--- src/rtl/turf_infra_pkg.sv ---
// TURF infrastructure shared types: supervisor state encoding and
// DCM STATUS bit positions.
package turf_infra_pkg;

  typedef enum logic [2:0] {
    ST_RESET     = 3'd0,
    ST_WAIT_LOCK = 3'd1,
    ST_SETTLE    = 3'd2,
    ST_RUN       = 3'd3,
    ST_FAULT     = 3'd4
  } turf_state_e;

  localparam int STAT_PHASE_OVF  = 0;
  localparam int STAT_CLKIN_STOP = 1;

  function automatic int tmr_width(
    input int a,
    input int b,
    input int c
  );
    int m;
    m = (a > b) ? a : b;
    m = (m > c) ? m : c;
    return $clog2(m + 1);
  endfunction

endpackage

--- src/rtl/turf_clk_supervisor_if.sv ---
// DCM status/control and per-SURF enable bundle of the TURF
// clock supervisor.
interface turf_clk_supervisor_if #(
  parameter int NUM_SURFS = 12,
  parameter int CNT_W     = 16
);

  logic                 dcm_locked_i;
  logic [1:0]           dcm_status_i;
  logic                 dcm_reset_i;
  logic [NUM_SURFS-1:0] surf_mask_i;
  logic [NUM_SURFS-1:0] ref_mask_i;
  logic                 dcm_reset_o;
  logic                 clk_ok_o;
  logic                 fault_o;
  logic [2:0]           state_o;
  logic [CNT_W-1:0]     relock_count_o;
  logic [NUM_SURFS-1:0] surf_en_o;
  logic [NUM_SURFS-1:0] ref_pulse_o;

  modport master (
    output dcm_locked_i,
    output dcm_status_i,
    output dcm_reset_i,
    output surf_mask_i,
    output ref_mask_i,
    input  dcm_reset_o,
    input  clk_ok_o,
    input  fault_o,
    input  state_o,
    input  relock_count_o,
    input  surf_en_o,
    input  ref_pulse_o
  );

  modport slave (
    input  dcm_locked_i,
    input  dcm_status_i,
    input  dcm_reset_i,
    input  surf_mask_i,
    input  ref_mask_i,
    output dcm_reset_o,
    output clk_ok_o,
    output fault_o,
    output state_o,
    output relock_count_o,
    output surf_en_o,
    output ref_pulse_o
  );

endinterface

--- src/rtl/turf_sync2.sv ---
// Two-flop synchroniser for slow asynchronous status levels,
// clears to zero on reset.
module turf_sync2 #(
  parameter int W = 1
) (
  input  logic         clk_i,
  input  logic         rst_n_i,
  input  logic [W-1:0] d_i,
  output logic [W-1:0] q_o
);

  logic [W-1:0] r_meta;
  logic [W-1:0] r_sync;

  always_ff @(posedge clk_i or negedge rst_n_i) begin
    if (!rst_n_i) begin
      r_meta <= '0;
      r_sync <= '0;
    end else begin
      r_meta <= d_i;
      r_sync <= r_meta;
    end
  end

  assign q_o = r_sync;

endmodule

--- src/rtl/turf_clk_supervisor.sv ---
// TURF clock supervisor: sequences the 125->250 MHz DCM, qualifies
// lock, counts relocks, gates SURF enables and emits ref pulses.
module turf_clk_supervisor
  import turf_infra_pkg::*;
#(
  parameter int NUM_SURFS     = 12,
  parameter int RST_CYCLES    = 8,
  parameter int LOCK_TIMEOUT  = 65535,
  parameter int SETTLE_CYCLES = 1024,
  parameter int MAX_RETRIES   = 4,
  parameter int REF_PERIOD    = 33000,
  parameter int CNT_W         = 16
) (
  input  logic                 clk_i,
  input  logic                 rst_n_i,
  turf_clk_supervisor_if.slave bus
);

  localparam int TW = tmr_width(RST_CYCLES, LOCK_TIMEOUT,
                                SETTLE_CYCLES);
  localparam int RW = $clog2(MAX_RETRIES + 1);
  localparam int PW = $clog2(REF_PERIOD);

  logic [2:0]           w_sync;
  logic                 w_lock;
  logic [1:0]           w_status;
  logic                 w_stop;
  logic                 w_unused_ovf;
  turf_state_e          w_nxt;
  logic                 w_retry_inc;
  logic                 w_retry_clr;
  logic                 w_relock;
  logic                 w_restart;
  logic                 w_tick;
  logic                 w_run_hold;

  turf_state_e          r_state;
  logic [TW-1:0]        r_timer;
  logic [RW-1:0]        r_retry;
  logic [CNT_W-1:0]     r_relock;
  logic                 r_dcm_rst;
  logic                 r_clk_ok;
  logic                 r_fault;
  logic [PW-1:0]        r_ref_cnt;
  logic [NUM_SURFS-1:0] r_surf_en;
  logic [NUM_SURFS-1:0] r_pulse;

  turf_sync2 #(.W(3)) u_sync (
    .clk_i   (clk_i),
    .rst_n_i (rst_n_i),
    .d_i     ({bus.dcm_status_i, bus.dcm_locked_i}),
    .q_o     (w_sync)
  );

  assign w_lock       = w_sync[0];
  assign w_status     = w_sync[2:1];
  assign w_stop       = w_status[STAT_CLKIN_STOP];
  // Phase overflow is informational only; it never drops lock.
  assign w_unused_ovf = w_status[STAT_PHASE_OVF];

  always_comb begin
    w_nxt       = r_state;
    w_retry_inc = 1'b0;
    w_retry_clr = 1'b0;
    w_relock    = 1'b0;
    if (bus.dcm_reset_i) begin
      w_nxt       = ST_RESET;
      w_retry_clr = 1'b1;
    end else begin
      unique case (r_state)
        ST_RESET: begin
          if (r_timer == TW'(RST_CYCLES - 1))
            w_nxt = ST_WAIT_LOCK;
        end
        ST_WAIT_LOCK: begin
          if (w_lock)
            w_nxt = ST_SETTLE;
          else if (r_timer == TW'(LOCK_TIMEOUT - 1))
            w_retry_inc = 1'b1;
        end
        ST_SETTLE: begin
          if (!w_lock || w_stop) begin
            w_retry_inc = 1'b1;
          end else if (r_timer == TW'(SETTLE_CYCLES - 1)) begin
            w_nxt       = ST_RUN;
            w_retry_clr = 1'b1;
          end
        end
        ST_RUN: begin
          if (!w_lock || w_stop) begin
            w_nxt       = ST_RESET;
            w_relock    = 1'b1;
            w_retry_clr = 1'b1;
          end
        end
        ST_FAULT: ;
        default: w_nxt = ST_RESET;
      endcase
      if (w_retry_inc)
        w_nxt = (r_retry == RW'(MAX_RETRIES - 1)) ?
                ST_FAULT : ST_RESET;
    end
  end

  assign w_restart  = bus.dcm_reset_i || (w_nxt != r_state);
  assign w_tick     = (r_state == ST_RESET) ||
                      (r_state == ST_WAIT_LOCK) ||
                      (r_state == ST_SETTLE);
  assign w_run_hold = (r_state == ST_RUN) && (w_nxt == ST_RUN);

  always_ff @(posedge clk_i or negedge rst_n_i) begin
    if (!rst_n_i) begin
      r_state   <= ST_RESET;
      r_timer   <= '0;
      r_retry   <= '0;
      r_relock  <= '0;
      r_dcm_rst <= 1'b1;
      r_clk_ok  <= 1'b0;
      r_fault   <= 1'b0;
      r_ref_cnt <= '0;
      r_surf_en <= '0;
      r_pulse   <= '0;
    end else begin
      r_state   <= w_nxt;
      r_dcm_rst <= (w_nxt == ST_RESET) || (w_nxt == ST_FAULT);
      r_clk_ok  <= (w_nxt == ST_RUN);
      r_fault   <= (w_nxt == ST_FAULT);
      if (w_restart)
        r_timer <= '0;
      else if (w_tick)
        r_timer <= r_timer + 1'b1;
      if (w_retry_clr)
        r_retry <= '0;
      else if (w_retry_inc)
        r_retry <= r_retry + 1'b1;
      if (w_relock && (r_relock != {CNT_W{1'b1}}))
        r_relock <= r_relock + 1'b1;
      if ((w_nxt == ST_RUN) && (r_state != ST_RUN))
        r_ref_cnt <= '0;
      else if (r_state == ST_RUN)
        r_ref_cnt <= (r_ref_cnt == PW'(REF_PERIOD - 1)) ?
                     '0 : r_ref_cnt + 1'b1;
      // Gate on staying in RUN so a pulse never escapes on exit.
      r_surf_en <= w_run_hold ? bus.surf_mask_i : '0;
      r_pulse   <= (w_run_hold &&
                    (r_ref_cnt == PW'(REF_PERIOD - 1))) ?
                   (bus.ref_mask_i & bus.surf_mask_i) : '0;
    end
  end

  assign bus.dcm_reset_o    = r_dcm_rst;
  assign bus.clk_ok_o       = r_clk_ok;
  assign bus.fault_o        = r_fault;
  assign bus.state_o        = r_state;
  assign bus.relock_count_o = r_relock;
  assign bus.surf_en_o      = r_surf_en;
  assign bus.ref_pulse_o    = r_pulse;

endmodule
--- src/flat_wrapper.sv ---
// flat-port wrapper written by rule: the top's interface ports become plain ports
module turf_clk_supervisor_flat import turf_infra_pkg::*;
#(
  parameter int NUM_SURFS     = 12,
  parameter int RST_CYCLES    = 8,
  parameter int LOCK_TIMEOUT  = 65535,
  parameter int SETTLE_CYCLES = 1024,
  parameter int MAX_RETRIES   = 4,
  parameter int REF_PERIOD    = 33000,
  parameter int CNT_W         = 16
)
  (clk_i, rst_n_i, bus_dcm_locked_i, bus_dcm_status_i, bus_dcm_reset_i, bus_surf_mask_i, bus_ref_mask_i, bus_dcm_reset_o, bus_clk_ok_o, bus_fault_o, bus_state_o, bus_relock_count_o, bus_surf_en_o, bus_ref_pulse_o);
  turf_clk_supervisor_if #(.NUM_SURFS(NUM_SURFS), .CNT_W(CNT_W)) bus_i ();
  input  logic clk_i;
  input  logic rst_n_i;
  input wire logic [$bits(bus_i.dcm_locked_i)-1:0] bus_dcm_locked_i;
  input wire logic [$bits(bus_i.dcm_status_i)-1:0] bus_dcm_status_i;
  input wire logic [$bits(bus_i.dcm_reset_i)-1:0] bus_dcm_reset_i;
  input wire logic [$bits(bus_i.surf_mask_i)-1:0] bus_surf_mask_i;
  input wire logic [$bits(bus_i.ref_mask_i)-1:0] bus_ref_mask_i;
  output wire logic [$bits(bus_i.dcm_reset_o)-1:0] bus_dcm_reset_o;
  output wire logic [$bits(bus_i.clk_ok_o)-1:0] bus_clk_ok_o;
  output wire logic [$bits(bus_i.fault_o)-1:0] bus_fault_o;
  output wire logic [$bits(bus_i.state_o)-1:0] bus_state_o;
  output wire logic [$bits(bus_i.relock_count_o)-1:0] bus_relock_count_o;
  output wire logic [$bits(bus_i.surf_en_o)-1:0] bus_surf_en_o;
  output wire logic [$bits(bus_i.ref_pulse_o)-1:0] bus_ref_pulse_o;
  assign bus_i.dcm_locked_i = bus_dcm_locked_i;
  assign bus_i.dcm_status_i = bus_dcm_status_i;
  assign bus_i.dcm_reset_i = bus_dcm_reset_i;
  assign bus_i.surf_mask_i = bus_surf_mask_i;
  assign bus_i.ref_mask_i = bus_ref_mask_i;
  assign bus_dcm_reset_o = bus_i.dcm_reset_o;
  assign bus_clk_ok_o = bus_i.clk_ok_o;
  assign bus_fault_o = bus_i.fault_o;
  assign bus_state_o = bus_i.state_o;
  assign bus_relock_count_o = bus_i.relock_count_o;
  assign bus_surf_en_o = bus_i.surf_en_o;
  assign bus_ref_pulse_o = bus_i.ref_pulse_o;
  turf_clk_supervisor #(.NUM_SURFS(NUM_SURFS), .RST_CYCLES(RST_CYCLES), .LOCK_TIMEOUT(LOCK_TIMEOUT), .SETTLE_CYCLES(SETTLE_CYCLES), .MAX_RETRIES(MAX_RETRIES), .REF_PERIOD(REF_PERIOD), .CNT_W(CNT_W)) u_core (.clk_i(clk_i), .rst_n_i(rst_n_i), .bus(bus_i));
endmodule
--- config.mk ---
export PLATFORM = sky130hd
export DESIGN_NAME = turf_clk_supervisor_flat
export DESIGN_NICKNAME = d
export VERILOG_FILES = /design/src/rtl/turf_infra_pkg.sv /design/src/rtl/turf_clk_supervisor_if.sv /design/src/rtl/turf_sync2.sv /design/src/rtl/turf_clk_supervisor.sv /design/src/flat_wrapper.sv
export SDC_FILE = /design/constraint.sdc
export NUM_CORES = 1
export LEC_CHECK = 0
export CAP_MARGIN = 20
export CORE_MARGIN = 2
export CORE_UTILIZATION = 54
export CTS_BUF_LIST = sky130_fd_sc_hd__clkbuf_4
export DETAILED_ROUTE_END_ITERATION = 7
export PLACE_DENSITY_LB_ADDON = 0.12
export SYNTH_ARGS = -nofsm -noshare
export SYNTH_HDL_FRONTEND = slang
export SYNTH_SLANG_ARGS = --single-unit
--- constraint.sdc ---
create_clock -name clk_i -period 3.1 [get_ports clk_i]
set_input_delay 0.31 -clock clk_i [delete_from_list [all_inputs] [get_ports clk_i]]
set_output_delay 0.31 -clock clk_i [all_outputs]
set_load 0.02 [all_outputs]
==> results.sh <==
export IMPL_outcome="completed"
export IMPL_antenna_cells=0
export IMPL_wire_per_inst_um=15.0
export IMPL_seq_area_frac_synth_pct=52.7
export IMPL_cts_made_buffers=9
export IMPL_setup_viol=0
export IMPL_synthMuxAreaShare_pct=0.744
export IMPL_synth_fa_ha_area_share_pct=1.86
export IMPL_routed_wl_um=8540
export IMPL_cp_max_fo=12
export IMPL_cts_tree="built"
export IMPL_nFillCells=570
export IMPL_routed_via_density=5.62
export IMPL_cts_sinks=85
export IMPL_p_leak_nw=2.27
export IMPL_ir_worst_vdd_uv=216
export IMPL_hold_class="in -> async"
export IMPL_p_per_area_nw_per_um2=367
export IMPL_place_congestion=0.907
export IMPL_seq_area_um2=2130
export IMPL_clock_skew_ns=0.0163
export IMPL_stdcell_area_um2=5070
export IMPL_cpPeakStageDelay_ns=0.71
export IMPL_place_area_um2=4890
export IMPL_final_common_cell="dfrtp_1"
export IMPL_most_common_layout_cells="dfrtp_1 (84), clkdlybuf4s50_1 (73), nor3_1 (30), nand2_1 (28), nand3_1 (22)"
export IMPL_worst_pin_slew_ns=0.733
export IMPL_track_usage_pct=22.4
export IMPL_io_buffers=74
export IMPL_drt_iter0_markers=166
export IMPL_place_inst=553
export IMPL_drive_above_1_share_pct=8.47
export IMPL_drv_cap=0
export IMPL_synth_ff_type="dfrtp_1"
export IMPL_stdcell_count=571
export IMPL_synth_edff_count=0
export IMPL_route_detailed_drc=0
export IMPL_grt_pass1_vias=3064
export IMPL_die_w_um=90.4
export IMPL_fmax_ghz=0.390
export IMPL_rr_startpoint="u_core.r_timer[10]"
export IMPL_critPathSlowestCell="a2111oi_4"
export IMPL_htreeDepth=3
export IMPL_first_pass_iters=4
export IMPL_hold_violations=0
export IMPL_r2r_slack_ns=0.54
export IMPL_synth_cell_type_count=55
export IMPL_clockBufferDepth=2
export IMPL_fin_crit_ns=2.56
export IMPL_dpl_hpwl_um=5900
export IMPL_synth_compound_area_share_pct=9.64
export IMPL_row_count=31
export IMPL_critPathTopFamily="simple AND/OR/NAND/NOR gates"
export IMPL_syn_area_per_cell_um2=10.5
export IMPL_clk_latency_ns=0.44
export IMPL_ioPinCount=76
export IMPL_power_mw=1.86
export IMPL_crit_cells=5
export IMPL_root_buffer="clkbuf_4"
export IMPL_synth_xor_area_share_pct=6.73
export IMPL_synth_simple_area_share_pct=25.1
export IMPL_ant_nets=0
export IMPL_ys_warn_count=0
export IMPL_die_h_um=90.4
export IMPL_relSlewSlack_pct=50.7
export IMPL_worstSetupPathType="reg -> reg"
export IMPL_rsz0062_at_grt="false"
export IMPL_multi_input_area_um2=1780
export IMPL_finalCritPeriodShare_pct=82.7
export IMPL_nNetsFinal=503
export IMPL_synth_top_family_by_area="simple AND/OR/NAND/NOR gates"
export IMPL_cp_required_ns=3.48
export IMPL_vias=3209
export IMPL_end_kind="register"
export IMPL_synth_fp_nets=422
export IMPL_syn_to_final_growth_pct=25.6
export IMPL_grt_max_degree=86
export IMPL_start_util_pct=55.6
export IMPL_core_area_um2=7250
export IMPL_grt_pass1_wl_um=14800
export IMPL_worstSetupStartpointType="register"
export IMPL_syn_cell_area_um2=4040
export IMPL_critPathLaunch="u_core.r_timer[10]"
export IMPL_hold_ws_ns=0.267
export IMPL_worstPathCellList="or4_4 -> nor4_4 -> nand4b_4 -> a2111oi_4 -> and3_1"
export IMPL_dieArea_um2=8180
export IMPL_cp_arrival_ns=2.94
export IMPL_synth_seq_cells=85
export IMPL_critPathBufInv=0
export IMPL_slew_violations=0
export IMPL_async_flop_share_pct=100
export IMPL_tns_ns=0
export IMPL_antenna_found_initial=0
export IMPL_path_clk_slew_ns=0.13
export IMPL_synth_cells=386
export IMPL_r2r_end="u_core.bus.ref_pulse_o[4]"
export IMPL_worstRegToRegCells=5
export IMPL_grt_ovfl_total=0
[stage by stage]
step / worst slack (ns) / utilization [%]
2_1_floorplan: 0.835 / -
3_3_place_gp: 0.568 / 67.4
3_5_place_dp: 0.537 / 67.4
4_1_cts: 0.504 / 69.3
5_1_grt: 0.390 / 69.8
6_report: 0.536 / 69.8
[registers in the layout, indices dropped and copies added, names as in the netlist]
| signal | flops |
|---|---|
| u_core.bus.relock_count_o | 16 |
| u_core.r_ref_cnt | 16 |
| u_core.r_timer | 16 |
| u_core.bus.ref_pulse_o | 12 |
| u_core.bus.surf_en_o | 12 |
| u_core.bus.state_o | 3 |
| u_core.r_retry | 3 |
| u_core.u_sync.q_o | 2 |
| u_core.u_sync.r_meta | 2 |
| u_core.bus.clk_ok_o | 1 |
| u_core.bus.dcm_reset_o | 1 |
| u_core.bus.fault_o | 1 |
[layout make-up]
cell class | count | area share (%)
clock buffers | 9 | 1.33
clock inverters | 7 | 1.46
inverters | 18 | 1.33
multi-input cells | 270 | 35.1
flip-flops and latches | 85 | 42.0
well taps | 99 | 2.45
repair buffers | 83 | 16.3
[how the worst max path moves through the flow]
stage,slack [ns],to
after global placement,0.57,u_core.bus.ref_pulse_o[3]
final,0.54,u_core.bus.ref_pulse_o[4]
after floorplan,0.84,u_core.r_timer[10]
after CTS,0.50,u_core.bus.ref_pulse_o[4]
after detailed placement,0.54,u_core.bus.ref_pulse_o[4]
after global routing,0.39,u_core.bus.ref_pulse_o[11]
[report_power, final]
group,switching (mW),leakage (nW),internal [mW]
Sequential,0.00648,1.09,1.12
Combinational,0.0423,1.11,0.0453
Clock,0.400,0.0666,0.248
[repair_timing]
item	in CTS	in global routing
hold buffers	0	1
endpoints found under the setup margin	0	0
gates resized for setup	0	0
buffers inserted	0	0
endpoints found under the hold margin	0	14
[cells in the mapped netlist (2+ instances only)]
library cell / n / area, µm²
or2_2: 4 / 25.0
and3_1: 17 / 106
inv_1: 17 / 63.8
ha_1: 6 / 75.1
and2_1: 14 / 87.6
mux2i_1: 3 / 30.0
nand2b_1: 2 / 12.5
xor2_1: 12 / 105
a21oi_1: 12 / 60.1
o21ai_0: 9 / 45.0
nand3b_1: 5 / 37.5
and4_1: 4 / 35.0
xnor2_1: 19 / 166
a211oi_1: 2 / 15.0
a31oi_1: 9 / 56.3
nand3_1: 22 / 110
nor4_4: 2 / 42.5
o211ai_1: 5 / 37.5
a41oi_1: 3 / 26.3
nor4b_1: 2 / 17.5
nand4_1: 11 / 68.8
clkbuf_1: 9 / 33.8
nor4_1: 7 / 43.8
nor3_1: 30 / 150
nor2_1: 20 / 75.1
nand2_1: 28 / 105
dfrtp_1: 84 / 2100
[routing by layer]
| layer | GRT usage (%) | share of wire, % | wire length (µm) |
|---|---|---|---|
| met2 | 36.1 | 49 | 4190 |
| met1 | 29.7 | 44 | 3790 |
| met3 | 4.92 | 4.9 | 419 |
| met4 | 8.97 | 1.6 | 140 |
| met5 | 0 | 0 | 0 |
[cells by family (layout without fill, tap and decap cells)]
logic type / after synthesis / count (layout)
AO/OA/AOI/OAI: 53 / 53
AND/OR/NAND/NOR: 177 / 177
flip-flops: 85 / 85
buffers and inverters: 31 / 117
XOR/XNOR: 31 / 31
multiplexers: 3 / 3
adder cells (fa/ha/maj): 6 / 6
(Power assumes the default switching activity.)
